## config.mk

```make
export PLATFORM = sky130hd
export DESIGN_NAME = trigger_frame_writer_flat
export DESIGN_NICKNAME = d
export VERILOG_FILES = /design/src/rtl/trigger_frame_writer_if.sv /design/src/rtl/trigger_frame_writer.sv /design/src/flat_wrapper.sv
export SDC_FILE = /design/constraint.sdc
export NUM_CORES = 1
export LEC_CHECK = 0
export ABC_AREA = 1
export BUFFER_PORTS_ARGS = -buffer_cell sky130_fd_sc_hd__buf_2
export CAP_MARGIN = 20
export CORE_ASPECT_RATIO = 1.4
export CORE_MARGIN = 2
export CORE_UTILIZATION = 45
export CTS_CLUSTER_DIAMETER = 40
export CTS_CLUSTER_SIZE = 14
export DETAILED_ROUTE_END_ITERATION = 10
export GPL_TIMING_DRIVEN = 1
export HOLD_SLACK_MARGIN = 0.08
export PLACE_DENSITY = 0.73
export SKIP_LAST_GASP = 1
export SYNTH_ARGS = -nofsm -noshare
export SYNTH_HDL_FRONTEND = slang
export SYNTH_SLANG_ARGS = --single-unit
```

## constraint.sdc

```tcl
create_clock -name ACLK -period 7.1 [get_ports ACLK]
set_clock_uncertainty 0.1 [all_clocks]
set_input_delay 0.355 -clock ACLK [delete_from_list [all_inputs] [get_ports ACLK]]
set_output_delay 0.355 -clock ACLK [all_outputs]
set_load 0.03 [all_outputs]
```

## src/rtl/trigger_frame_writer_if.sv

```systemverilog
// Bundle of the RFDC input stream, trigger level and the two FIFO write ports.
// The master modport is the frame writer itself; slave is its environment.
interface trigger_frame_writer_if;
  logic                S_AXIS_TVALID;
  logic [127:0]        S_AXIS_TDATA;
  logic signed [15:0]  THRESHOLD;
  logic                ADC_FIFO_FULL;
  logic                ADC_FIFO_WR_EN;
  logic [127:0]        ADC_FIFO_DIN;
  logic                HF_FIFO_FULL;
  logic                HF_FIFO_WR_EN;
  logic [191:0]        HF_FIFO_DIN;
  logic                TRIGGER_ERROR;

  modport master (
    input  S_AXIS_TVALID, S_AXIS_TDATA, THRESHOLD, ADC_FIFO_FULL, HF_FIFO_FULL,
    output ADC_FIFO_WR_EN, ADC_FIFO_DIN, HF_FIFO_WR_EN, HF_FIFO_DIN, TRIGGER_ERROR
  );

  modport slave (
    output S_AXIS_TVALID, S_AXIS_TDATA, THRESHOLD, ADC_FIFO_FULL, HF_FIFO_FULL,
    input  ADC_FIFO_WR_EN, ADC_FIFO_DIN, HF_FIFO_WR_EN, HF_FIFO_DIN, TRIGGER_ERROR
  );
endinterface

```

## src/rtl/trigger_frame_writer.sv

```systemverilog
// Threshold-triggered frame capture of one RFDC channel into an ADC-word FIFO
// and a header/footer FIFO, with pre-/post-trigger windows and a length cap.
module trigger_frame_writer #(
  parameter logic [7:0] CH_ID         = 8'h00,
  parameter int         PRE_ACQ_LEN   = 2,
  parameter int         POST_ACQ_LEN  = 2,
  parameter int         MAX_FRAME_LEN = 256
) (
  input  logic                  ACLK,
  input  logic                  ARESET,
  trigger_frame_writer_if.master bus
);

  localparam int DATA_W = 128;
  localparam int HF_W   = 192;
  localparam int NSAMP  = 8;
  localparam int LEN_W  = 12;
  localparam int TS_W   = 48;
  localparam int FC_W   = 32;
  localparam int PC_W   = 4;

  typedef enum logic [2:0] {IDLE, ACQUIRE, POST, CLOSE, ERROR} state_t;

  function automatic logic any_above(input logic [DATA_W-1:0] w,
                                     input logic signed [15:0] thr);
    logic r;
    r = 1'b0;
    for (int i = 0; i < NSAMP; i++) begin
      if ($signed(w[16*i +: 16]) > thr) r = 1'b1;
    end
    return r;
  endfunction

  logic              vld_p0_q;
  logic [DATA_W-1:0] data_p0_q;
  logic [DATA_W-1:0] dl_q [PRE_ACQ_LEN];
  logic              arm_q;
  logic [TS_W-1:0]   ts_q;

  state_t             state_q, state_d;
  logic [LEN_W-1:0]   len_q, len_d;
  logic [PC_W-1:0]    pc_q, pc_d;
  logic               trunc_q, trunc_d;
  logic [TS_W-1:0]    ts_lat_q, ts_lat_d;
  logic signed [15:0] thr_lat_q, thr_lat_d;
  logic [FC_W-1:0]    fcnt_q, fcnt_d;
  logic               adc_wr_q, adc_wr_d;
  logic [DATA_W-1:0]  adc_din_q, adc_din_d;
  logic               hf_wr_q, hf_wr_d;
  logic [HF_W-1:0]    hf_din_q, hf_din_d;
  logic               err_q, err_d;

  logic              hit_w;
  logic              write_w;
  logic [DATA_W-1:0] tail_w;

  assign hit_w  = any_above(data_p0_q, bus.THRESHOLD);
  assign tail_w = dl_q[PRE_ACQ_LEN-1];

  // Stage p0 -> trigger decision; every write slot is a valid p0 cycle
  always_comb begin
    state_d   = state_q;
    len_d     = len_q;
    pc_d      = pc_q;
    trunc_d   = trunc_q;
    ts_lat_d  = ts_lat_q;
    thr_lat_d = thr_lat_q;
    fcnt_d    = fcnt_q;
    adc_wr_d  = 1'b0;
    adc_din_d = adc_din_q;
    hf_wr_d   = 1'b0;
    hf_din_d  = hf_din_q;
    err_d     = err_q;
    write_w   = 1'b0;

    case (state_q)
      IDLE: begin
        if (vld_p0_q && arm_q && hit_w) begin
          write_w   = 1'b1;
          ts_lat_d  = ts_q;
          thr_lat_d = bus.THRESHOLD;
          trunc_d   = 1'b0;
          state_d   = ACQUIRE;
        end
      end
      ACQUIRE: begin
        if (vld_p0_q) begin
          if (hit_w) begin
            write_w = 1'b1;
          end else if (POST_ACQ_LEN == 0) begin
            state_d = CLOSE;
          end else begin
            write_w = 1'b1;
            pc_d    = PC_W'(POST_ACQ_LEN);
            state_d = POST;
          end
        end
      end
      POST: begin
        if (vld_p0_q) begin
          write_w = 1'b1;
          if (hit_w)              state_d = ACQUIRE;
          else if (pc_q == '0)    state_d = CLOSE;
          else                    pc_d    = pc_q - 1'b1;
        end
      end
      CLOSE: begin
        if (bus.HF_FIFO_FULL) begin
          err_d   = 1'b1;
          state_d = ERROR;
        end else begin
          hf_wr_d  = 1'b1;
          hf_din_d = {8'hAA, CH_ID, len_q, 36'd0, ts_lat_q, thr_lat_q,
                      8'h55, 7'd0, trunc_q, fcnt_q, 16'd0};
          fcnt_d   = fcnt_q + 1'b1;
          state_d  = IDLE;
        end
      end
      ERROR: err_d = 1'b1;
      default: state_d = IDLE;
    endcase

    // A full ADC FIFO on a due write kills the frame without a partial write
    if (write_w) begin
      if (bus.ADC_FIFO_FULL) begin
        err_d   = 1'b1;
        state_d = ERROR;
      end else begin
        adc_wr_d  = 1'b1;
        adc_din_d = tail_w;
        len_d     = (state_q == IDLE) ? LEN_W'(1) : len_q + 1'b1;
        if (len_d == LEN_W'(MAX_FRAME_LEN)) begin
          trunc_d = 1'b1;
          state_d = CLOSE;
        end
      end
    end
  end

  always_ff @(posedge ACLK) begin
    if (ARESET) begin
      vld_p0_q  <= 1'b0;
      data_p0_q <= '0;
      for (int i = 0; i < PRE_ACQ_LEN; i++) dl_q[i] <= '0;
      arm_q     <= 1'b0;
      ts_q      <= '0;
      state_q   <= IDLE;
      len_q     <= '0;
      pc_q      <= '0;
      trunc_q   <= 1'b0;
      ts_lat_q  <= '0;
      thr_lat_q <= '0;
      fcnt_q    <= '0;
      adc_wr_q  <= 1'b0;
      adc_din_q <= '0;
      hf_wr_q   <= 1'b0;
      hf_din_q  <= '0;
      err_q     <= 1'b0;
    end else begin
      vld_p0_q  <= bus.S_AXIS_TVALID;
      data_p0_q <= bus.S_AXIS_TDATA;
      // Delay line and word counters advance only on valid words
      if (vld_p0_q) begin
        dl_q[0] <= data_p0_q;
        for (int i = 1; i < PRE_ACQ_LEN; i++) dl_q[i] <= dl_q[i-1];
        ts_q <= ts_q + TS_W'(1);
        if (ts_q >= TS_W'(PRE_ACQ_LEN - 1)) arm_q <= 1'b1;
      end
      state_q   <= state_d;
      len_q     <= len_d;
      pc_q      <= pc_d;
      trunc_q   <= trunc_d;
      ts_lat_q  <= ts_lat_d;
      thr_lat_q <= thr_lat_d;
      fcnt_q    <= fcnt_d;
      adc_wr_q  <= adc_wr_d;
      adc_din_q <= adc_din_d;
      hf_wr_q   <= hf_wr_d;
      hf_din_q  <= hf_din_d;
      err_q     <= err_d;
    end
  end

  assign bus.ADC_FIFO_WR_EN = adc_wr_q;
  assign bus.ADC_FIFO_DIN   = adc_din_q;
  assign bus.HF_FIFO_WR_EN  = hf_wr_q;
  assign bus.HF_FIFO_DIN    = hf_din_q;
  assign bus.TRIGGER_ERROR  = err_q;

endmodule

```

## src/flat_wrapper.sv

```systemverilog
// flat-port wrapper written by rule: the top's interface ports become plain ports
module trigger_frame_writer_flat 
#(
  parameter logic [7:0] CH_ID         = 8'h00,
  parameter int         PRE_ACQ_LEN   = 2,
  parameter int         POST_ACQ_LEN  = 2,
  parameter int         MAX_FRAME_LEN = 256
)
  (ACLK, ARESET, bus_S_AXIS_TVALID, bus_S_AXIS_TDATA, bus_THRESHOLD, bus_ADC_FIFO_FULL, bus_HF_FIFO_FULL, bus_ADC_FIFO_WR_EN, bus_ADC_FIFO_DIN, bus_HF_FIFO_WR_EN, bus_HF_FIFO_DIN, bus_TRIGGER_ERROR);
  trigger_frame_writer_if bus_i ();
  input  logic ACLK;
  input  logic ARESET;
  input wire logic [$bits(bus_i.S_AXIS_TVALID)-1:0] bus_S_AXIS_TVALID;
  input wire logic [$bits(bus_i.S_AXIS_TDATA)-1:0] bus_S_AXIS_TDATA;
  input wire logic [$bits(bus_i.THRESHOLD)-1:0] bus_THRESHOLD;
  input wire logic [$bits(bus_i.ADC_FIFO_FULL)-1:0] bus_ADC_FIFO_FULL;
  input wire logic [$bits(bus_i.HF_FIFO_FULL)-1:0] bus_HF_FIFO_FULL;
  output wire logic [$bits(bus_i.ADC_FIFO_WR_EN)-1:0] bus_ADC_FIFO_WR_EN;
  output wire logic [$bits(bus_i.ADC_FIFO_DIN)-1:0] bus_ADC_FIFO_DIN;
  output wire logic [$bits(bus_i.HF_FIFO_WR_EN)-1:0] bus_HF_FIFO_WR_EN;
  output wire logic [$bits(bus_i.HF_FIFO_DIN)-1:0] bus_HF_FIFO_DIN;
  output wire logic [$bits(bus_i.TRIGGER_ERROR)-1:0] bus_TRIGGER_ERROR;
  assign bus_i.S_AXIS_TVALID = bus_S_AXIS_TVALID;
  assign bus_i.S_AXIS_TDATA = bus_S_AXIS_TDATA;
  assign bus_i.THRESHOLD = bus_THRESHOLD;
  assign bus_i.ADC_FIFO_FULL = bus_ADC_FIFO_FULL;
  assign bus_i.HF_FIFO_FULL = bus_HF_FIFO_FULL;
  assign bus_ADC_FIFO_WR_EN = bus_i.ADC_FIFO_WR_EN;
  assign bus_ADC_FIFO_DIN = bus_i.ADC_FIFO_DIN;
  assign bus_HF_FIFO_WR_EN = bus_i.HF_FIFO_WR_EN;
  assign bus_HF_FIFO_DIN = bus_i.HF_FIFO_DIN;
  assign bus_TRIGGER_ERROR = bus_i.TRIGGER_ERROR;
  trigger_frame_writer #(.CH_ID(CH_ID), .PRE_ACQ_LEN(PRE_ACQ_LEN), .POST_ACQ_LEN(POST_ACQ_LEN), .MAX_FRAME_LEN(MAX_FRAME_LEN)) u_core (.ACLK(ACLK), .ARESET(ARESET), .bus(bus_i));
endmodule
```

---- Word-level counts from Yosys, hierarchy flattened ----
Memory sizes are Yosys's and may differ from the RTL's. A register that Yosys moved wholly into a read port is not among the register bits.
Index checks and enable logic that the tools add are counted.
word-level totals
  flip-flop bits (word level) ............. 411
  memory bits (writable) .................. 256
  output and inout bits ................... 323
  word-level logic and storage cells ...... 104
  memories ................................ 1
cells by class
  $add $sub $neg .......................... 4
  $lt $le $gt $ge ......................... 9
  equality and inequality tests ........... 10
  mux-type cells .......................... 46
  bitwise operators ....................... 6
  reduce and logical (&&, ||, !) cells .... 13
memories
  memory       depth  width  read ports  clocked after memory_dff  wr ports  RTL line                    RTL
  u_core.dl_q  2      128    2           1                         2         trigger_frame_writer.sv:36  logic [DATA_W-1:0] dl_q [PRE_ACQ_LEN];
operators by type and width
  kind                                                                     count
  128-bit 2-to-1 mux                                                       2
  16-bit greater-than comparator                                           8
  48-bit by 1-bit adder with 48-bit output (second input constant)         1
  48-bit by 1-bit >= comparator with 1-bit output (second input constant)  1
  32-bit by 1-bit adder with 32-bit output (second input constant)         1
  3-bit 2-to-1 mux                                                         10
  1-bit 2-to-1 mux                                                         24
  4-bit 2-to-1 mux                                                         5
  3-bit one-hot mux with 5 select lines                                    1
  12-bit by 1-bit adder with 12-bit output (second input constant)         1
  12-bit by 9-bit equality test with 1-bit output (second input constant)  1
  12-bit 2-to-1 mux                                                        1
  4-bit one-hot mux with 2 select lines                                    1
  2-bit AND reduction                                                      4
  3-bit by 2-bit equality test with 1-bit output (second input constant)   2
  2-bit != test (second input constant)                                    3
  6-bit AND reduction                                                      1
  2-bit OR reduction                                                       3
  4-bit logical NOT                                                        1
  2-bit by 1-bit != test with 1-bit output (second input constant)         2
  1-bit NOT                                                                4
  1-bit one-hot mux with 2 select lines                                    2
  4-bit by 1-bit subtractor with 4-bit output (second input constant)      1
  3-bit by 1-bit equality test with 1-bit output (second input constant)   1
  other kinds (5)                                                          7

---- Logic depth before layout (Yosys ltp) ----
  word-level depth ........................ 15
  mapped depth ............................ 24
  gate-level depth less buffers ........... 22

---- Worst setup path before layout ----
No wires, ideal clock.
  path type ............................... input to register
  start point ............................. in ARESET
  end point ............................... mem u_core.dl_q[0][0], enable pin
  setup time .............................. 608 ps
  data arrival time ....................... 5641 ps
  slack ................................... 751 ps
  cell stages on the path ................. 3
  buffers on the path ..................... 1
  cells stage by stage .................... clkbuf_1 -> nor2_1 -> inv_1
RTL lines
  what         RTL line                    RTL
  from (decl)  flat_wrapper.sv:12          input logic ARESET;
  to (decl)    trigger_frame_writer.sv:36

---- Worst setup path after layout ----
  start point ............................. in bus_THRESHOLD[11]
  end point ............................... reg u_core.adc_din_q[24], in the netlist u_core.bus.ADC_FIFO_DIN[24], read port of u_core.dl_q
on the way
  word-level cells in the longest chain between the ends .. 13
  elaborated cells between the ends (all ways) .. 20
ends and longest elaborated chain
  what                                       RTL line                    RTL
  from (decl)                                flat_wrapper.sv:15          input wire logic [$bits(bus_i.THRESHOLD)-1:0] bus_THRESHOLD;
  16-bit greater-than comparator             trigger_frame_writer.sv:29  if ($signed(w[16*i +: 16]) > thr) r = 1'b1;
  1-bit 2-to-1 mux (7 in series)             trigger_frame_writer.sv:29
  1-bit 2-to-1 mux (*)                       trigger_frame_writer.sv:29
  1-bit logical AND (*)                      trigger_frame_writer.sv:78  if (vld_p0_q && arm_q && hit_w) begin
  1-bit 2-to-1 mux (*)                       trigger_frame_writer.sv:78
  1-bit one-hot mux with 2 select lines (*)  trigger_frame_writer.sv:76  case (state_q)
  2-bit AND reduction (no source line) (*)   --
  to (decl)                                  trigger_frame_writer.sv:48  logic [DATA_W-1:0] adc_din_q, adc_din_d;
Mark *: on every way between the ends. The rest lies on a longest branch, timed or not.
A chain may end at the register's enable or synchronous reset.

==> qor.tcl <==
set qor(r2r_cells) 15
set qor(worstSetupPathType) {primary input to flop}
set qor(place_congestion) 0.8760
set qor(detail_route.vias_per_cell) 4.830
set qor(critPathRequiredTime_ns) 7.52
set qor(final_cell_mix) {sky130_fd_sc_hd__nor2_1 (837), sky130_fd_sc_hd__inv_1 (721), sky130_fd_sc_hd__dfxtp_1 (535), sky130_fd_sc_hd__buf_2 (395), sky130_fd_sc_hd__nand2_1 (389)}
set qor(worst_path_most_repeated_cell) {sky130_fd_sc_hd__nand2_1}
set qor(layout.cells.most_common) {sky130_fd_sc_hd__nor2_1}
set qor(r2r_start) {u_core.data_p0_q[63]}
set qor(final_worst_path_period_need_ns) 3.990
set qor(critical_path.max_stage_delay_ns) 0.72
set qor(p_leak_nw) 18.39
set qor(max-vdd-ir-drop_mv) 0.2084
set qor(route.detailed.drc) 0
set qor(timing.max_cap.violations) 0
set qor(clock_share_of_power_pct) 46.0
set qor(run_status) {complete, no violations}
set qor(grt-ovfl-total) 0
set qor(p_switching_mw) 2.624
set qor(crit_path_end) {u_core.bus.ADC_FIFO_DIN[24]}
set qor(crit-reg2reg-capture) {u_core.bus.ADC_FIFO_DIN[24]}
set qor(placement_rows) 120
set qor(final-instance-count-excl-fill) 5679
set qor(area.growth.synth_to_final_pct) 19.06
set qor(gr-usage-met1_pct) 27.78
set qor(grt_setup_unrepaired) {false}
set qor(synthDistinctLibCells) 43
set qor(cts_tree) {built}
set qor(report.final.hold_viol_count) 0
set qor(die_width_um) 239.4
set qor(clockRootBuffer) {sky130_fd_sc_hd__clkbuf_16}
set qor(fin_setup_tns_ns) 0
set qor(final-max-slew-violation-count) 0
set qor(syn-mean-instance-area_um2) 8.489
set qor(crit_fanout) 118
set qor(cts_made_buffers) 92
set qor(cp-start-kind) {primary input}
set qor(post_route_cells_drive_above_1_share_pct) 15.79
set qor(design.final.nets) 4850
set qor(fp.dieH_um) 333.5
set qor(min_period_over_period_pct) 56.20
set qor(cp.arrival_ns) 4.41
set qor(drtPass1Iterations) 7
set qor(worst_hold_path_type) {primary input to flop}
set qor(dpl.cell_count) 5363
set qor(use_met3_pct) 3.642
set qor(vias_in_the_first_global_route) 25950
set qor(number_of_synthesized_register_bits) 791
set qor(vias) 27430
set qor(slowest_stage) {sky130_fd_sc_hd__buf_4}
set qor(drt_iter0_markers) 2042
set qor(cts_sinks) 791
set qor(synthCells) 4112
set qor(die_area_um2) 79840
set qor(core_um2) 76720
set qor(timing_worst_slew_pin_value_ns) 1.019
set qor(ios) 472
set qor(cts-htree-levels) 3
set qor(antenna_found_initial) 3
set qor(power_per_cell_area_nw_per_um2) 252.1
set qor(gr-max-usage-layer) {met2}
set qor(port_buffers) 396
set qor(p_int_mw) 7.855
set qor(fraction_of_power_consumed_by_sequential_logic_pct) 46.6
set qor(critical_path_buf_inv_count) 3
set qor(grt_start_max_net_pins) 235
set qor(detail_route.wl_per_cell_um) 16.09
set qor(cts_setup_buffers) 0
set qor(detailedPlace.worstSlack_ns) 2.568
set qor(clk_pin_slew_worst_paths_ns) 0.06
set qor(slew-limit-headroom_pct) 32.06
set qor(cp_num_cells) 18
set qor(gr-usage-all-layers_pct) 22.39
set qor(fmaxAchievable_ghz) 0.2506
set qor(finalSetupViolCount) 0
set qor(grt_first_pass_wirelength_mm) 140.1
set qor(start_util_pct) 45.50
set qor(path_cells) {buf_2 > inv_1 > ha_1 > a21oi_1 > nand2_1 > a21oi_1 > nand2_1 > nand2_1 > nand3_2 > nand2_2 > nor2_8 > nand2_4 > nand2_4 > nand2_8 > buf_4 > nand3_2 > nand2_1 > nor2_1}
set qor(netlist.area_leader.share_pct) 30.68
set qor(clk-insertion-delay-late_ns) 0.65
set qor(synth_area_leaders) {sky130_fd_sc_hd__dfxtp_1 (31%), sky130_fd_sc_hd__edfxtp_1 (22%), sky130_fd_sc_hd__nor2_1 (9.0%), sky130_fd_sc_hd__inv_1 (7.8%), sky130_fd_sc_hd__ha_1 (4.8%)}
set qor(finalWorstSetupSlack_ns) 3.110
set qor(synth_area_um2) 34910
set qor(total_of_warnings_raised_by_yosys) 0
set qor(synth_seq_area_share_pct) 52.71
set qor(switching_share_pct) 25.04
set qor(finalCoreUtilization_pct) 54.17
set qor(setup.reg_to_reg.worst_slack_ns) 3.27
set qor(drtAntennaViolNets) 0
set qor(critical_path.startpoint) {bus_THRESHOLD[11]}
set qor(path_delay_family) {simple AND/OR/NAND/NOR gates}
set qor(global_route.usage.met2_pct) 37.81
set qor(p_comb_share_pct) 7.4
set qor(totalWireLength_mm) 91.35
set qor(critical_path.endpoint_type) {flop}
set qor(clock_path_buffers) 3
set qor(synthDominantAreaCellType) {sky130_fd_sc_hd__dfxtp_1}
set qor(detailed_placement_hpwl_mm) 60.03
## power by group through the flow
| stage | Sequential, mW | Clock (mW) | Combinational (mW) |
|---|---|---|---|
| 2_1_floorplan | 4.99 | 0 | 0.520 |
| 3_3_place_gp | 4.98 | 0 | 0.690 |
| 3_5_place_dp | 4.98 | 0 | 0.705 |
| 4_1_cts | 4.88 | 4.90 | 0.771 |
| 5_1_grt | 4.89 | 5.08 | 0.867 |
| 6_report | 4.88 | 4.82 | 0.772 |
## Yosys cell counts (all sizes together)
library cell and count:
ha 135, a211oi 3, and2 1, dfxtp 535, a21oi 333, nor3 65, buf 148, nand4 35
nand3b 2, conb 1, xnor2 1, clkbuf 122, xor2 19, o21a 10, edfxtp 256, o22ai 2
nand3 206, o21bai 2, nor4 25, o21ai 222, nor2 844, nor3b 1, nand2 398, or2 1
o221a 1, inv 733, a31oi 4, a21o 7
## sequential cells by signal (all words and copies together), names as in the netlist, 3 cells and up
register                 cells
u_core.fcnt_q               32
u_core.len_q                12
u_core.dl_q                256
u_core.ts_q                 48
u_core.bus.HF_FIFO_DIN     110
u_core.data_p0_q           128
u_core.pc_q                  4
u_core.bus.ADC_FIFO_DIN    128
u_core.thr_lat_q            16
u_core.ts_lat_q             48
u_core.state_q               3
## metrics by stage
step | hold WS, ns | power (mW) | area (µm²)
floorplan | 0.3440 | 5.513 | 35180
global placement | 0.3536 | 5.670 | 36960
detailed placement | 0.3623 | 5.687 | 36960
CTS | 0.1788 | 10.56 | 41560
global route | 0.2089 | 10.84 | 41560
finish | 0.1959 | 10.48 | 41560
## cells by family (layout without fill, tap and decap cells)
logic type                 Yosys count  after routing  synth area share, %
AOI/OAI and AO/OA                  584            584                8.592
xor gates and xnor gates            20             20               0.5018
adders and majority gates          135            135                4.839
buffers and inverters             1003           1458                12.81
DFF                                791            791                52.71
other                                1             76              0.01074
and+or+nand+nor                   1578           1578                20.54
## metal layers
metal / part of all wire (%) / vias up
met4: 4.6 / 2
met2: 48 / 859
li1: - / 13760
met1: 42 / 12600
met3: 6.0 / 210
met5: 0.014 / -
## what timing repair did
action / CTS / global route
hold buffers: 146 / 0
hold endpoints to repair: 144 / 0
gates resized for setup: 0 / 0
endpoints found under the setup margin: 0 / 0
## worst min path at each step
stage                     slack (ns)                          from                      endpoint  cells past startpoint
after CTS                       0.18              bus_THRESHOLD[0]           u_core.thr_lat_q[0]                      3
after floorplan                 0.34                u_core.trunc_q                u_core.trunc_q                      2
after global placement          0.35  u_core.bus.ADC_FIFO_DIN[122]  u_core.bus.ADC_FIFO_DIN[122]                      2
after global routing            0.21              bus_THRESHOLD[0]           u_core.thr_lat_q[0]                      3
after detailed placement        0.36   u_core.bus.ADC_FIFO_DIN[90]   u_core.bus.ADC_FIFO_DIN[90]                      2
final                           0.20              bus_THRESHOLD[0]           u_core.thr_lat_q[0]                      3
## worst min-delay path: stages
cell and delay, ns:
sky130_fd_sc_hd__buf_2 0.25, sky130_fd_sc_hd__o21ai_0 0.23, sky130_fd_sc_hd__nor2_1 0.05
## area by class of cell
type                    count  area (µm²)
repair buffers            556        3617
clock buffers             111        2499
multi-input cells        2392       12340
fillers                  6902       35170
well taps                1037        1297
diodes                      1       2.502
flip-flops and latches    791       18400
clock inverters            58       631.9
inverters                 733        2776
Note: power is estimated with default switching activity, not from simulation.
